==> src/rtl/if_fetch_stage_pkg.sv <==
// Shared definitions for the instruction-fetch stage: FSM state encoding and
// default widths/constants used by the fetch datapath.
package if_fetch_stage_pkg;

   localparam int          FETCH_PC_W      = 10;
   localparam logic [31:0] FETCH_NOP_INSTR = 32'h0000_0000;

   typedef enum logic [1:0] {
      S_RESET = 2'd0,
      S_REQ   = 2'd1,
      S_WAIT  = 2'd2,
      S_HOLD  = 2'd3
   } fetch_state_t;

endpackage

==> src/rtl/if_fetch_stage.sv <==
// Instruction-fetch stage: owns the word-addressed PC, issues one instruction
// memory request at a time and presents the fetched word to the IF/ID register.
module if_fetch_stage
   import if_fetch_stage_pkg::*;
#(
   parameter int              PC_W      = FETCH_PC_W,
   parameter logic [PC_W-1:0] RESET_PC  = '0,
   parameter logic [31:0]     NOP_INSTR = FETCH_NOP_INSTR
) (
   input  logic            clk,
   input  logic            reset,
   input  logic            stall,
   input  logic            redirect,
   input  logic [PC_W-1:0] redirect_pc,
   output logic            imem_req,
   output logic [PC_W-1:0] imem_addr,
   input  logic            imem_rvalid,
   input  logic [31:0]     imem_rdata,
   output logic [31:0]     instr,
   output logic [PC_W-1:0] pc_plus_1,
   output logic            instr_valid
);

   fetch_state_t    state;
   logic [PC_W-1:0] pc;
   logic [PC_W-1:0] pc_inc;
   logic            drop;

   // PC arithmetic wraps naturally at 2^PC_W.
   assign pc_inc    = pc + PC_W'(1);
   assign imem_req  = (state == S_REQ);
   assign imem_addr = pc;

   // A redirect leaves at most one response in flight; drop marks it as stale so
   // the WAIT state discards it instead of capturing a wrong-path instruction.
   always_ff @(posedge clk) begin
      if (!reset) begin
         state       <= S_RESET;
         pc          <= RESET_PC;
         instr       <= NOP_INSTR;
         pc_plus_1   <= '0;
         instr_valid <= 1'b0;
         drop        <= 1'b0;
      end else if (state == S_RESET) begin
         state <= S_REQ;
      end else if (redirect) begin
         pc          <= redirect_pc;
         instr_valid <= 1'b0;
         case (state)
            S_REQ: begin
               state <= S_WAIT;
               drop  <= 1'b1;
            end
            S_WAIT: begin
               if (imem_rvalid) begin
                  state <= S_REQ;
                  drop  <= 1'b0;
               end else begin
                  drop  <= 1'b1;
               end
            end
            default: state <= S_REQ;
         endcase
      end else begin
         case (state)
            S_REQ: state <= S_WAIT;
            S_WAIT: begin
               if (imem_rvalid) begin
                  if (drop) begin
                     drop  <= 1'b0;
                     state <= S_REQ;
                  end else begin
                     instr       <= imem_rdata;
                     pc_plus_1   <= pc_inc;
                     instr_valid <= 1'b1;
                     state       <= S_HOLD;
                  end
               end
            end
            S_HOLD: begin
               if (instr_valid && !stall) begin
                  pc          <= pc_inc;
                  instr_valid <= 1'b0;
                  state       <= S_REQ;
               end
            end
            default: state <= S_REQ;
         endcase
      end
   end

endmodule
==> config.mk <==
export PLATFORM = sky130hd
export DESIGN_NAME = if_fetch_stage
export DESIGN_NICKNAME = d
export VERILOG_FILES = /design/src/rtl/if_fetch_stage_pkg.sv /design/src/rtl/if_fetch_stage.sv
export SDC_FILE = /design/constraint.sdc
export NUM_CORES = 1
export LEC_CHECK = 0
export BUFFER_PORTS_ARGS = -buffer_cell sky130_fd_sc_hd__buf_4
export CAP_MARGIN = 20
export CORE_UTILIZATION = 51
export DETAILED_ROUTE_END_ITERATION = 7
export MAX_ROUTING_LAYER = met4
export PLACE_DENSITY = 0.84
export SLEW_MARGIN = 40
export SYNTH_ARGS = -nofsm -noshare
export SYNTH_HDL_FRONTEND = slang
export SYNTH_SLANG_ARGS = --single-unit
export TNS_END_PERCENT = 1
==> constraint.sdc <==
create_clock -name clk -period 4.5 [get_ports clk]
set_clock_uncertainty 0.2 [all_clocks]
set_input_delay 0.225 -clock clk [delete_from_list [all_inputs] [get_ports clk]]
set_output_delay 0.225 -clock clk [all_outputs]
set_load 0.01 [all_outputs]
---- Word level (Yosys, flattened, before mapping) ----
Cells that the tools add are included.
cells by class
  bitwise operators ....................... 4
  reduce and logical (&&, ||, !) cells .... 16
  eq/ne operators ......................... 9
  multiplexer cells ....................... 21
  $add $sub $neg .......................... 1
operators by type and width
  operator                                                               number
  10-bit 2-to-1 mux                                                      3
  3-bit inequality test, second input constant                           4
  10-bit by 1-bit adder with 10-bit output, second input constant        1
  2-bit 2-to-1 mux                                                       5
  5-bit AND reduction                                                    2
  2-bit nonzero test                                                     5
  1-bit 2-to-1 mux                                                       9
  2-bit case mux with 3 select lines                                     1
  2-bit equality test, second input constant                             2
  4-bit inequality test, second input constant                           1
  1-bit inverter                                                         4
  1-bit case mux with 2 select lines                                     2
  2-bit case mux with 2 select lines                                     1
  2-bit AND reduction                                                    2
  4-bit AND reduction                                                    1
  3-bit AND reduction                                                    1
  3-bit nonzero test                                                     1
  2-bit by 1-bit equality test with 1-bit output, second input constant  1
  2-bit logical NOT                                                      1
  2-bit inequality test, second input constant                           1
  2-bit OR reduction                                                     1
  1-bit logical AND                                                      1
  1-bit logical NOT                                                      1
storage, ports and cells
  register bits ........................... 56
  input port bits ......................... 47
  logic and storage cells ................. 58
  output and inout port bits .............. 54

---- Depth between registers and ports, before layout ----
Gate-level depths: netlist of the first run.
  word-level depth ........................ 6
  mapped depth ............................ 8
  gate-level depth less buffers ........... 6

---- Worst setup path before layout of the first run ----
OpenSTA, ideal clock, no wires.
  kind .................................... flip-flop to flip-flop
  from .................................... register state[0]
  to ...................................... register instr[31]
  required time ........................... 4,168 ps
  slack ................................... 2,546 ps
  data arrival time ....................... 1,622 ps
  cell stages (with the launch flop) ...... 8
  period minus slack after synthesis ...... 1,954 ps
  path buffers ............................ 2
  setup time .............................. 132 ps
  cells stage by stage .................... dfxtp_1 > inv_1 > ha_1 > or4_1 > clkbuf_1 > clkbuf_1 > nand2_1 > a21oi_1
between the ends
  cells in the longest elaborated chain, start to end .. 3
  elaborated cells on any way between the ends .. 4
  classes of those cells .................. 1 x eq/ne; 1 x bitwise; 2 x reduce/logical
RTL lines
  item                             RTL line              source
  start, declared                  if_fetch_stage.sv:24  fetch_state_t state;
  start signal, assigned           if_fetch_stage.sv:38  state <= S_RESET;
  start signal, assigned           if_fetch_stage.sv:45  state <= S_REQ;
  start signal, assigned           if_fetch_stage.sv:51  state <= S_WAIT;
  2-bit logical NOT                if_fetch_stage.sv:44  end else if (state == S_RESET) begin
  1-bit inverter (no line)         n/a
  5-bit AND reduction (no line) *  n/a
  end signal, assigned             if_fetch_stage.sv:73  instr <= imem_rdata;
  end, declared                    if_fetch_stage.sv:19  output logic [31:0] instr,
Every way passes the cells marked *; elsewhere a longest branch is shown, timed or not.
A chain may end at the register's enable or synchronous reset.

---- Worst setup path in the final report of the first run ----
  from .................................... register state[0]
  to ...................................... register instr[12]
Same word-level chain as after synthesis.

==> results.toml, run 1 <==
[clocking]
cts_buffer_depth = 2
htree_num_levels = 2
cts_hold_buf = 34
postCtsSetupBuffers = 0
cts_resized = 0
cts_made_buffers = 5
clk_pin_slew_ns = 0.10
cts_tree = "yes"
cts_sinks = 56
cts-root-buf = "clkbuf_8"
clk_latency_ns = 0.30

[setup_path]
required_ns = 4.46
endpoint_kind = "register"
crit_type = "register to register"
r2r_end = "instr[12]$_SDFFE_PN0P_"
cp-start-kind = "register"
regToRegSetupSlack_ns = 2.01
reg2reg_depth = 5
crit_fanout = 34
worstPathArrival_ns = 2.46
worstReg2RegStart = "state[0]$_SDFFE_PN0P_"

[cells_and_area]
fin_cells = 478
multiInputGateArea_um2 = 1230
antenna-diode-count = 0
final_nets = 479
area_delta_synth_final_pct = 48.7
layout-drive-gt1-share_pct = 27.9
nFillCells = 314
ff_latch_area_um2 = 1120

[placed_design]
placedCellCount = 436
place.gp.congestion = 0.817
hpwl_mm = 4.15
io_buffers = 100

[sta]
worstMarginPinSlew_ns = 0.737
slew_headroom_pct = 50.8
setup_viol_count_final = 0
period_share_pct = 55.4
finalCriticalPeriod_ns = 2.49
finalSetupTns_ns = 0
rsz0062_at_grt = "false"
slew_viol_final = 0
hold_violations = 0
fmax_mhz = 401

[detailed_routing]
antenna_left = 0
drc = 6
vias = 2554
drt_iter0_drc = 221
wl_mm = 6.48
dr.pass1.iters = 7
vias_per_cell = 5.34
wl_per_cell_um = 13.6

[synth]
synth-seq-cells = 56
ys_seq_area_share_pct = 45.7
post_synth_inst_count = 305
syn_area_per_cell_um2 = 8.05
synth_ff_type = "dfxtp_1"
yosys_warnings = 0
syn-num-nets = 359
synth_area_um2 = 2450
synth_edf_count = 0
synth.distinct_cells = 46
async_reset_ff_share_pct = 0

[die]
rows = 24
die_area_um2 = 5100
die_w_um = 71.4
coreArea_um2 = 4500
start_util_pct = 54.5
die_y_um = 71.4
io_pins = 101

[hold_path]
hold_path_end = "imem_addr[8]$_SDFFE_PN0P_"
holdPathStages = 3
hold_path.class = "primary input to register"
hp-start = "redirect_pc[8]"

[pwr]
p_clk_share_pct = 34.4
finalPower_mw = 0.957
p_leak_nw = 1.47
p_int_mw = 0.737
p_seq_share_pct = 53.4
combPwrFrac_pct = 12.3
p_sw_share_pct = 22.9
p_sw_mw = 0.219
peakVddDrop_v = 0.000185
powerDensity_nw_per_um2 = 262

[global_routing]
grt_pass1_wl_mm = 10.4
grt_pass1_vias = 2367
grt_max_degree = 51
antenna_found_initial = 0
grtUsageTotal_pct = 26.5
grt-ovfl-total = 0

[status]
violations = "DRC"
status = "finished, violations left"

[job]
cap_violations = 0
-- cell usage in the layout (no fill, tap or decap), drive strengths merged, types with 5 or more instances in the layout --
master       count
a21oi           49
buf            101
clkbuf           6
dfxtp           56
dlygate4sd3     34
ha               7
inv              7
nand2           78
nand2b           5
nand3            5
nor2            10
o21ai           12
-- Yosys cell counts, types with 2 or more instances --
library cell | count | area (µm²)
a31oi_1 | 3 | 18.8
xnor2_1 | 4 | 35.0
xor2_1 | 4 | 35.0
nand2_1 | 78 | 293
nand2b_1 | 5 | 31.3
nor4_1 | 2 | 12.5
nand4_1 | 4 | 25.0
ha_1 | 7 | 87.6
nor2_1 | 10 | 37.5
o22ai_1 | 2 | 12.5
dfxtp_1 | 56 | 1120
nor3b_1 | 2 | 15.0
a211oi_1 | 4 | 30.0
o31ai_1 | 2 | 15.0
o21a_1 | 3 | 22.5
a21oi_1 | 49 | 245
inv_1 | 5 | 18.8
buf_2 | 4 | 20.0
nand3_1 | 5 | 25.0
o21ai_0 | 12 | 60.1
clkbuf_1 | 16 | 60.1
nor3_1 | 3 | 15.0
a22oi_1 | 2 | 15.0
-- worst max-delay path, cell delays in order (launching register included) --
cell     delay, ns
dfxtp_1       0.41
inv_1         0.10
ha_1          0.36
or4_2         1.01
nand2_1       0.19
a21oi_1       0.09
-- through the flow --
| stage | hold slack, ns | utilization [%] | setup slack, ns | cell area (µm²) |
|---|---|---|---|---|
| floorplan | 0.161 | - | 2.55 | 2450 |
| global placement | 0.242 | 70.9 | 2.02 | 3190 |
| detailed placement | 0.247 | 71.0 | 2.01 | 3200 |
| CTS | 0.00788 | 81.1 | 1.99 | 3650 |
| global route | 0.00513 | 81.1 | 1.85 | 3650 |
| finish | 0.0122 | 81.1 | 2.01 | 3650 |
-- power by group through the flow --
stage	sequential, mW	clock, mW	combinational [mW]
floorplan	0.521	0	0.0436
global placement	0.521	0	0.0904
detailed placement	0.522	0	0.0919
CTS	0.510	0.338	0.116
global route	0.512	0.354	0.127
finish	0.510	0.329	0.118
-- routing by layer --
metal | GRT usage [%] | up-vias | wire, µm
met4 | 8.22 | 0 | 108
met1 | 32.1 | 1163 | 2770
met3 | 4.78 | 15 | 357
li1 | - | 1288 | -
met5 | - | - | 0
met2 | 44.9 | 88 | 3250
-- state kept, by name, indices dropped and copies added, names as in the netlist --
register	flops
imem_addr	10
instr_valid	1
instr	32
drop	1
pc_plus_1	10
state	2
-- logic make-up (layout without fill, tap and decap cells) --
logic type               after synthesis  count (layout)  synth area share, %
AND/OR/NAND/NOR                      117             117                 21.5
AO/OA/AOI/OAI                         87              87                 20.8
flip-flops                            56              56                 45.7
buffers and inverters                 28             149                 4.69
XOR/XNOR                               8               8                 2.85
adder cells (fa/ha/maj)                7               7                 3.57
multiplexers                           2               2                0.866
-- how the worst max path moves through the flow --
stage                                endpoint  cells past startpoint             startpoint
floorplan              instr[31]$_SDFFE_PN0P_                      7  state[0]$_SDFFE_PN0P_
global placement    pc_plus_1[1]$_SDFFE_PN0P_                      5  state[0]$_SDFFE_PN0P_
detailed placement     instr[27]$_SDFFE_PN0P_                      5  state[0]$_SDFFE_PN0P_
CTS                    instr[27]$_SDFFE_PN0P_                      5  state[0]$_SDFFE_PN0P_
global route           instr[12]$_SDFFE_PN0P_                      5  state[0]$_SDFFE_PN0P_
finish                 instr[12]$_SDFFE_PN0P_                      5  state[0]$_SDFFE_PN0P_
-- area by class of cell --
class                      count  share of cell area (%)
multi-input combinational    221                    33.8
sequential                    56                    30.7
timing repair buffer         135                    30.1
clock buffer                   6                    1.99
tap                           52                    1.78
clock inverter                 2                    1.06
inverter                       6                   0.617
Power figures use the tool's default switching activity.
==> run 2: changes to the inputs <==
ABC_AREA = 1   (was default)
CORE_UTILIZATION = 43   (was 51)
PLACE_DENSITY = 0.75   (was 0.84)
clock period = 2.2 ns   (was 4.5 ns; I/O delays follow)
==> run 2 against run 1 <==
Compared with the run above:
- the run now ends clean
- clock power is 79% higher
- combinational power grew 140%
- clock-buffer cell count is the same
- largest power group unchanged
- worst setup slack worse by 1.8 ns
- register-to-register slack lost 1.8 ns
- die area rose by 20%
- sequential share of layout area fell by 0.74 points
- maximum frequency increased by 27%
==> results.toml, run 2 <==
[pwr]
peakVddDrop_v = 0.000314
finalPower_mw = 1.93
p_leak_nw = 1.72
powerDensity_nw_per_um2 = 515

[detailed_routing]
dr.pass1.iters = 4
vias = 2681
drt_iter0_drc = 129
wl_per_cell_um = 11.9
drc = 0
vias_per_cell = 4.83
antenna_left = 0
wl_mm = 6.60

[placed_design]
dp_slack_ns = 0.274
placed_area_um2 = 3230
hpwl_mm = 4.37
io_buffers = 100
place.gp.congestion = 0.835

[cells_and_area]
nFillCells = 496
largest_reg_flops = 32
final_area_um2 = 3740
area_delta_synth_final_pct = 49.9
top_register = "instr"
final_cell_mix = "nor2_1 (101), buf_4 (101), dfxtp_1 (56)"
layout-drive-gt1-share_pct = 24.0
final_nets = 536
antenna-diode-count = 0

[synth]
synth-seq-cells = 56
synth_edf_count = 0
synth.distinct_cells = 21
post_synth_inst_count = 350
syn_area_per_cell_um2 = 7.13
synth_top_cell_by_area = "dfxtp_1"
async_reset_ff_share_pct = 0
syn-num-nets = 404
ys_top_cells_by_count = "nor2_1 (101), dfxtp_1 (56), o21ai_0 (45), nand2_1 (43), a21oi_1 (24)"
synth_area_um2 = 2500
synth_ff_type = "dfxtp_1"
synth_area_leaders = "dfxtp_1 (45%), nor2_1 (15%), o21ai_0 (9.0%)"
synth.most_common_cell = "nor2_1"
synth_top_area_share_pct = 44.9
ys_seq_area_share_pct = 44.9
yosys_warnings = 0

[global_routing]
grt-ovfl-total = 0
grtUsageTotal_pct = 22.5
antenna_found_initial = 0
grt_pass1_wl_mm = 10.8
grt_max_degree = 51
grt_pass1_vias = 2435

[die]
rows = 27
start_util_pct = 45.1
io_pins = 101
coreArea_um2 = 5540
die_w_um = 78.2
die_area_um2 = 6110
die_y_um = 78.2

[sta]
fmax_mhz = 508
worstMarginPinSlew_ns = 0.457
rsz0062_at_grt = "false"
slew_viol_final = 0
fin_ws_ns = 0.233
finalCriticalPeriod_ns = 1.97
setup_viol_count_final = 0
slew_headroom_pct = 69.5
period_share_pct = 89.4
hold_violations = 0
finalSetupTns_ns = 0

[setup_path]
reg2reg_depth = 8
required_ns = 2.24
worstSetupStartpoint = "state[0]$_SDFFE_PN0P_"
crit_type = "register to register"
worstReg2RegStart = "state[0]$_SDFFE_PN0P_"
crit_fanout = 30
cp-start-kind = "register"
worstPathArrival_ns = 2.01
endpoint_kind = "register"

[clocking]
clk_pin_slew_ns = 0.10
cts_resized = 0
cts-root-buf = "clkbuf_8"
clk_latency_ns = 0.31
cts_hold_buf = 41
postCtsSetupBuffers = 0
htree_num_levels = 2
cts_made_buffers = 5
cts_sinks = 56
cts_tree = "yes"
cts_buffer_depth = 2

[hold_path]
hp-start = "redirect"
holdPathStages = 3
hold_path.class = "primary input to register"

[status]
status = "completed"

[job]
cap_violations = 0
==> run 2: worst paths after layout <==
| kind | slack [ns] | to |
|---|---|---|
| hold reg to reg | 0.29 | pc_plus_1[2]$_SDFFE_PN0P_ |
| hold / removal | 0.008 | imem_addr[7]$_SDFFE_PN0P_ |
| setup / recovery | 0.23 | instr[5]$_SDFFE_PN0P_ |
| setup reg to reg | 0.23 | instr[5]$_SDFFE_PN0P_ |
==> run 2: layer usage <==
layer	up-vias	global-route usage [%]	share of wire (%)
li1	1380	-	-
met1	1191	26.1	44
met2	99	38.9	47
met3	11	4.88	7.1
met4	0	6.48	1.6
met5	-	-	0
==> run 2: power breakdown <==
part | internal, mW | leakage (nW) | switching [mW]
combinational | 0.158 | 1.22 | 0.124
clock | 0.258 | 0.0516 | 0.332
sequential | 1.03 | 0.453 | 0.0210
==> run 2: cell families after synthesis <==
kind of cell             Yosys count  share of synthesized area (%)
XOR/XNOR                           2                          0.702
flip-flops                        56                           44.9
AND/OR/NAND/NOR                  166                           26.7
buffers and inverters             43                           8.97
adder cells (fa/ha/maj)            7                           3.51
AO/OA/AOI/OAI                     76                           15.2
==> run 2: layout make-up <==
cell class                      count  area, µm²  area share, %
Sequential cell                    56       1120           30.0
Tap cell                           72       90.1           2.41
Clock buffer                        6       82.6           2.21
Timing Repair Buffer              143       1190           31.8
Clock inverter                      2       13.8          0.368
Multi-Input combinational cell    251       1150           30.8
Inverter                           25       93.8           2.51
==> run 2: metrics by stage <==
step	utilization, %	hold WS, ns	instances
3_5_place_dp	58.4	0.155	506
4_1_cts	67.5	0.000975	555
3_3_place_gp	58.4	0.150	506
6_report	67.5	0.00758	555
2_1_floorplan	-	0.0552	350
5_1_grt	67.5	0.0146	555
==> run 2: worst max-delay path, cell delays in order (launching register included) <==
cell and delay, ns:
dfxtp_1 0.42, inv_1 0.11, ha_1 0.26, inv_1 0.13, nand4_2 0.12, inv_2 0.27, buf_12 0.23, nor2_1 0.06
nor2_1 0.10
